File: src/rtl/braid_mix_pipe.sv
`timescale 1ns/1ps
// ============================================================================
// braid_mix_pipe
// ----------------------------------------------------------------------------
// Purpose:
//   This is a fixed-latency pipeline of STAGES braid-mixing stages for
//   CHANNELS fluid concentration channels. Each stage holds a valid bit, a
//   mode bit and one data word.
//
//   In braid mode (mode 0), stage s replaces every channel c with the average
//   of itself and a partner channel:
//       p(c,s) = (c + 1 + (s mod (CHANNELS-1))) mod CHANNELS
//   The partner offset rotates from stage to stage, so after enough stages
//   every channel has been blended with every other channel.
//
//   In pass-through mode (mode 1), the frame crosses every stage unchanged.
//   The mode bit travels with its own frame.
//
//   Flow control is a global stall. The whole pipe shifts when the last stage
//   is empty or when downstream is ready. Bubbles are never compressed, so a
//   frame always takes exactly STAGES cycles to cross an unstalled pipe.
//
// Configuration macro:
//   BRAID_MIX_ROUND_EN
//     defined   : mix(a,b) = (a+b+1)>>1   (round half up)
//     undefined : mix(a,b) = (a+b)>>1     (truncate, default build)
//
// Parameters:
//   CHANNELS  number of channels, 2..16
//   STAGES    number of mixing stages, 1..64
//   WIDTH     unsigned concentration bits per channel
//
// Ports:
//   clk        clock; all state changes on its rising edge
//   rst        asynchronous, active-high reset
//   in_valid   input frame present
//   in_ready   input frame accepted when in_valid && in_ready
//   in_data    input concentrations; channel c is at [c*WIDTH +: WIDTH]
//   in_mode    0 = braid mix, 1 = pass-through
//   out_valid  output frame present (driven from the last stage)
//   out_ready  downstream accepts the output frame
//   out_data   output concentrations, packed the same way as in_data
//   out_mode   mode of the frame on out_data
//   occupancy  number of valid frames held in the pipeline
// ============================================================================
module braid_mix_pipe #(
   parameter int CHANNELS = 3,
   parameter int STAGES   = 32,
   parameter int WIDTH    = 8
) (
   input  logic                          clk,
   input  logic                          rst,
   input  logic                          in_valid,
   output logic                          in_ready,
   input  logic [CHANNELS*WIDTH-1:0]     in_data,
   input  logic                          in_mode,
   output logic                          out_valid,
   input  logic                          out_ready,
   output logic [CHANNELS*WIDTH-1:0]     out_data,
   output logic                          out_mode,
   output logic [$clog2(STAGES+1)-1:0]   occupancy
);

   localparam int DW    = CHANNELS * WIDTH;
   localparam int OCC_W = $clog2(STAGES + 1);

`ifdef BRAID_MIX_ROUND_EN
   localparam logic ROUND_BIT = 1'b1;
`else
   localparam logic ROUND_BIT = 1'b0;
`endif

   // -------------------------------------------------------------------------
   // Stage state and next-state values
   // -------------------------------------------------------------------------
   logic [STAGES-1:0] valid_q;
   logic [STAGES-1:0] mode_q;
   logic [DW-1:0]     data_q [STAGES];

   logic [STAGES-1:0] valid_d;
   logic [STAGES-1:0] mode_d;
   logic [DW-1:0]     data_d [STAGES];

   // Data as it arrives at each stage, before that stage mixes it
   logic [DW-1:0]     stage_x [STAGES];
   // The same data after the stage has mixed it in braid mode
   logic [DW-1:0]     stage_mix [STAGES];

   logic [OCC_W-1:0]  occ_q;
   logic [OCC_W-1:0]  occ_d;

   logic              advance;
   logic              accept;
   logic              emit;

   // -------------------------------------------------------------------------
   // Handshake
   // -------------------------------------------------------------------------
   // The pipe may shift whenever the last stage has room or is being drained.
   // in_ready depends only on these two terms, so no path runs from in_valid
   // to in_ready.
   assign advance  = !valid_q[STAGES-1] || out_ready;
   assign in_ready = advance;
   assign accept   = in_valid && advance;
   assign emit     = valid_q[STAGES-1] && out_ready;

   // -------------------------------------------------------------------------
   // Per-stage datapath
   // -------------------------------------------------------------------------
   for (genvar gi = 0; gi < STAGES; gi++) begin : g_stage
      // Stage 0 is fed from the input port; every later stage is fed from
      // the stage in front of it.
      if (gi == 0) begin : g_first
         assign stage_x[gi] = in_data;
         assign valid_d[gi] = in_valid;
         assign mode_d[gi]  = in_mode;
      end else begin : g_rest
         assign stage_x[gi] = data_q[gi-1];
         assign valid_d[gi] = valid_q[gi-1];
         assign mode_d[gi]  = mode_q[gi-1];
      end

      // The partner index is fixed at elaboration time, so each channel
      // reduces to a single adder with no multiplexing.
      for (genvar gc = 0; gc < CHANNELS; gc++) begin : g_chan
         localparam int PARTNER = (gc + 1 + (gi % (CHANNELS - 1))) % CHANNELS;

         logic [WIDTH-1:0] a_val;
         logic [WIDTH-1:0] b_val;
         logic [WIDTH:0]   sum;

         assign a_val = stage_x[gi][gc*WIDTH +: WIDTH];
         assign b_val = stage_x[gi][PARTNER*WIDTH +: WIDTH];

         // The extra bit keeps the carry, so the average can never wrap.
         assign sum = {1'b0, a_val} + {1'b0, b_val} + {{WIDTH{1'b0}}, ROUND_BIT};

         assign stage_mix[gi][gc*WIDTH +: WIDTH] = WIDTH'(sum >> 1);
      end

      // Data and mode are loaded even when the incoming valid bit is 0;
      // only the valid bit says whether the stage contents mean anything.
      assign data_d[gi] = mode_d[gi] ? stage_x[gi] : stage_mix[gi];
   end

   // -------------------------------------------------------------------------
   // Occupancy next state
   // -------------------------------------------------------------------------
   always_comb begin
      occ_d = occ_q;
      if (accept && !emit) begin
         occ_d = occ_q + OCC_W'(1);
      end else if (!accept && emit) begin
         occ_d = occ_q - OCC_W'(1);
      end
   end

   // -------------------------------------------------------------------------
   // State registers
   // -------------------------------------------------------------------------
   // Reset clears every stage, including data and mode, so a frame that was
   // in flight can never reappear after reset is released.
   always_ff @(posedge clk or posedge rst) begin
      if (rst) begin
         valid_q <= '0;
         mode_q  <= '0;
         occ_q   <= '0;
         for (int s = 0; s < STAGES; s++) begin
            data_q[s] <= '0;
         end
      end else begin
         occ_q <= occ_d;
         // A stall freezes the whole pipe, bubbles included.
         if (advance) begin
            valid_q <= valid_d;
            mode_q  <= mode_d;
            for (int s = 0; s < STAGES; s++) begin
               data_q[s] <= data_d[s];
            end
         end
      end
   end

   // -------------------------------------------------------------------------
   // Outputs come straight from the last stage registers
   // -------------------------------------------------------------------------
   assign out_valid = valid_q[STAGES-1];
   assign out_mode  = mode_q[STAGES-1];
   assign out_data  = data_q[STAGES-1];
   assign occupancy = occ_q;

endmodule
File: config.mk
export PLATFORM = sky130hd
export DESIGN_NAME = braid_mix_pipe
export DESIGN_NICKNAME = d
export VERILOG_FILES = /design/src/rtl/braid_mix_pipe.sv
export SDC_FILE = /design/constraint.sdc
export NUM_CORES = 2
export LEC_CHECK = 0
export CAP_MARGIN = 5
export CORE_ASPECT_RATIO = 1.4
export CORE_MARGIN = 2
export CORE_UTILIZATION = 30
export DETAILED_ROUTE_END_ITERATION = 6
export REMOVE_ABC_BUFFERS = 1
export SLEW_MARGIN = 10
export SYNTH_ARGS = -nofsm -noshare
export SYNTH_HDL_FRONTEND = slang
export SYNTH_SLANG_ARGS = --single-unit
File: constraint.sdc
create_clock -name clk -period 42 [get_ports clk]
set_clock_uncertainty 0.05 [all_clocks]
set_input_delay 12.6 -clock clk [delete_from_list [all_inputs] [get_ports clk]]
set_output_delay 12.6 -clock clk [all_outputs]
set_load 0.1 [all_outputs]
# [Word-level counts from Yosys, hierarchy flattened]
# Cells that the tools add are included.
[word_totals] input_bits=29 ff_bits=838 mem_bits_rw=0 romBits=0 latchBits=0 mem_count=0
[op_classes] eq_ne=0 bitwise_logic=0 multipliers=0 n_addsub=98 magnitude_cmp=0 div_mod_pow=0 reduce_logical=9 n_mux=34 shift=0
[op_table] cell="$add A8 B8 Y9" n=96
[op_table] cell="$mux W24" n=32
[op_table] cell="$mux W6" n=2
[op_table] cell="$add A6 B1 Y6 const B" n=1
[op_table] cell="$sub A6 B1 Y6 const B" n=1
[op_table] cell="$logic_and A1 B1 Y1" n=4
[op_table] cell="$logic_not A1 Y1" n=3
[op_table] cell="$reduce_bool A2 Y1" n=1
[op_table] cell="$logic_or A1 B1 Y1" n=1

# [Longest topological paths before layout]
[logic_depth] depth_word=7 ltp_mapped=9 ltp_nobuf=7

# [Least setup slack after synthesis]
# Ideal clock, no wire load.
[synth_timing] path_type="input port to output port" startpoint="input out_ready" endpoint="output in_ready" stages=7 arrival_ns=13.705 required_ns=29.350 path_buffers=5 path_slack_ns=15.645 path_cell_list="nor2b_4 -> buf_6 -> inv_2 -> buf_6 -> buf_4 -> buf_2 -> buf_2"
[synth_via] elab_chain_len=1
[synth_lines] element="start: declaration" line="58" source="input logic out_ready,"
[synth_lines] element="$logic_or A1 B1 Y1" line="102" source="assign advance = !valid_q[STAGES-1] || out_ready;"
[synth_lines] element="end: declaration" line="54" source="output logic in_ready,"
# Every way passes these cells.

# [Worst setup path in the final report]
# Same ends and word-level chain as after synthesis.

==> run summary <==
Status = complete, but fails checks
Failing checks = design-rule violations
Routed wire length = 197 mm
Crit Path Max Fanout = 127
Number of synthesized flops with an enable pin = 0
First-pass DRT Iterations = 7
Core Util, Final = 32.9%
Seq/Total Area, Yosys = 30.5%
Post-DR wirelength/cell = 18.2 um
Post-place instance area = 71,400 um2
P&R area growth vs syn = 8.96%
Synth Area in Simple Gates = 21.1%
Critical-path top delay cell = clkdlybuf4s50_1
Clock transition at the registers of the reported paths = 60 ps
Hold WC Path Type = flop to flop
Minimum clock period = 28,050 ps
Root Driver = clkbuf_16
Hpwl dp = 139 mm
DR vias = 61,900
Routability cong. = 0.857
Horiz. Die Dim = 408 um
CTS resizes = 0
Total die area = 233,000 um2
Cts bufs inserted = 100
H-tree depth = 3
First-pass GRT wire length = 322 mm
Top FF cell, synth = dfrtp_1
Vias in the first global route = 60,200
Pin count of the biggest net entering global routing = 246
Grt ovf = 0
Synth cell types = 50
Crit path max-delay family = buffers and inverters
Worst Path Buf+Inv = 4
Post-Synth Adder-Cell Area = 15.1%
Final setup viols = 0
Clk_lat worst skew = 740 ps
Final std cells w/o fill = 10,900
# rows = 207
Syn Inst Count = 7,983
Critical Path, Cell by Cell = clkdlybuf4s50_1, nor2b_4, buf_4, inv_8, clkdlybuf4s50_1
Synth Area in XOR/XNOR = 1.68%
Synth Warn # = 0
Global-route usage over all layers = 16.4%
Worst rel slew slack = 24.3%
Max-Cap Viols = 0
Initial antenna violation count = 1
Main combinational cell family by area after synthesis = compound AO/OA/AOI/OAI gates
#FFs+latches synth = 838
Post-synthesis compound-gate area fraction = 26.2%
Post-CTS Hold Buffers = 0
Final hold vios = 0
Post-CTS Setup Bufs = 0
Setup crit end kind = primary output
Syn Area/Cell = 8.60 um2
Std-Cell Core Area = 227,000 um2
Critical path depth in cells = 5
NumNets Final = 8,546
Final period utilization = 66.8%
Post-route cell area = 74,800 um2
Async set-reset flop share out of synthesis = 100%
Share of layout cells above drive strength 1 = 4.01%
# fillers = 23,800
Cell Area, Synth = 68,700 um2
Worst Tran Pin Value = 1140 ps
Fin. max-slew vios = 0
Unrepaired setup endpoints after global routing = no
CTS tree = yes
Critical Path AT = 15,400 ps
Critical path type = primary input to primary output
# port buffers = 61
FF-to-FF path depth = 10
Die H = 570 um
Initial Util = 30.2%
Detailed router's first-iteration violation count = 4,684
CP required = 29,350 ps
Largest stage delay, worst path = 1300 ps
Clock Sinks = 838
Placed cells = 10,700
Antenna-violating nets left = 0
# DRC = 9
Most used cell, CP = clkdlybuf4s50_1
Hold Path Depth = 2
Clock Path Buffers = 3
Mux share of post-synthesis cell area = 1.01%
Post-DR vias/cell = 5.70
Startpoint Class = primary input
Io pins = 62
Fmax = 35.6 MHz
==> cell type report <==
type	instances	area, um2	share of cell area, %
well taps	3030	3790	5.07
multi-input cells	6469	44700	59.7
clock inverters	46	593	0.793
clock buffers	135	2860	3.82
repair buffers	125	1130	1.51
inverters	210	803	1.07
diodes	1	2.50	0.00334
flip-flops and latches	838	21000	28.0
==> worst min-delay path, delay by kind of cell (launching register included) <==
family / cells / cell delay, ps
flip-flops: 1 / 340
AND/OR/NAND/NOR: 2 / 100
==> cell families after synthesis <==
kind of cell	after synthesis
and+or+nand+nor	2665
xor gates and xnor gates	132
adders and majority gates	773
buffers and inverters	676
muxes	69
DFF	838
AOI/OAI and AO/OA	2830
==> cells in the final DEF, fill, tap and decap left out, types with 69 or more instances in the layout <==
cell type and n:
o21ai_0 840, dfrtp_1 838, a21oi_1 728, ha_1 676
nand2_1 645, or3_1 541, nor3_1 393, nor2_1 269
inv_1 208, a211oi_1 192, o31ai_1 187, o21a_1 187
a21o_1 165, nor3b_1 161, o2111ai_1 160, and3_1 142
xnor2_1 129, clkbuf_16 101, a21boi_0 97, and3b_1 97
fa_1 97, nand4_1 96, nand3_1 74, mux2i_1 69
==> layer usage <==
| layer | vias up | routed length, um | track usage (%) |
|---|---|---|---|
| li1 | 29800 | - | - |
| met2 | 1577 | 101000 | 30.0 |
| met5 | - | 0 | 0 |
| met4 | 0 | 8150 | 6.99 |
| met1 | 30100 | 80600 | 19.4 |
| met3 | 419 | 7160 | 1.57 |
==> cell usage after synthesis (all sizes together) (65+ instances only) <==
cell       n  area share [%]
nor3     393             2.9
a21o     165             1.8
nor2     269             1.5
fa        97             2.8
nand4     96            0.87
a221oi    65            0.83
a211oi   197             2.2
o2111ai  160             2.0
nor3b    193             2.3
xnor2    129             1.6
buf      262             2.1
nand3     74            0.54
inv      210             1.1
a21boi    97             1.1
clkbuf   204             1.1
dfrtp    838              31
o21ai    844             6.2
o31ai    187             2.0
and3     142             1.3
mux2i     69             1.0
nor2b     67            0.62
or3      541             4.9
nand2    645             3.5
a21oi    728             5.3
ha       676              12
o21a     187             2.0
and3b     97             1.2
==> per-stage QoR <==
stage | hold slack (ps) | worst slack, ps | TNS [ps]
3_5_place_dp | 406 | 13910 | 0
6_report | 415 | 13950 | 0
2_1_floorplan | 380 | -22030 | -6076680
5_1_grt | 431 | 13810 | 0
4_1_cts | 420 | 13900 | 0
3_3_place_gp | 397 | 13890 | 0
==> flip-flops by register name, summed over array words and instances (netlist names) <==
signal     cells
mode_q        32
out_data      24
data_q       744
valid_q       32
occupancy      6
==> worst paths after layout <==
check / from / endpoint / slack [ps]
worst max-delay path: out_ready / in_ready / 13950
worst min-delay path: valid_q[12]$_DFFE_PP0N_ / valid_q[12]$_DFFE_PP0N_ / 410
worst max register to register: valid_q[31]$_DFFE_PP0N_ / data_q[701]$_DFFE_PP0N_ / 36000
worst min register to register: valid_q[12]$_DFFE_PP0N_ / valid_q[12]$_DFFE_PP0N_ / 410
max in group asynchronous: rst / data_q[744]$_DFFE_PP0N_ / 26140
min in group asynchronous: rst / occupancy[2]$_DFFE_PP0P_ / 12330
Power is left out: the tool's default activity adds up to more than one toggle a clock period on the data nets, which glitch-free logic cannot reach.
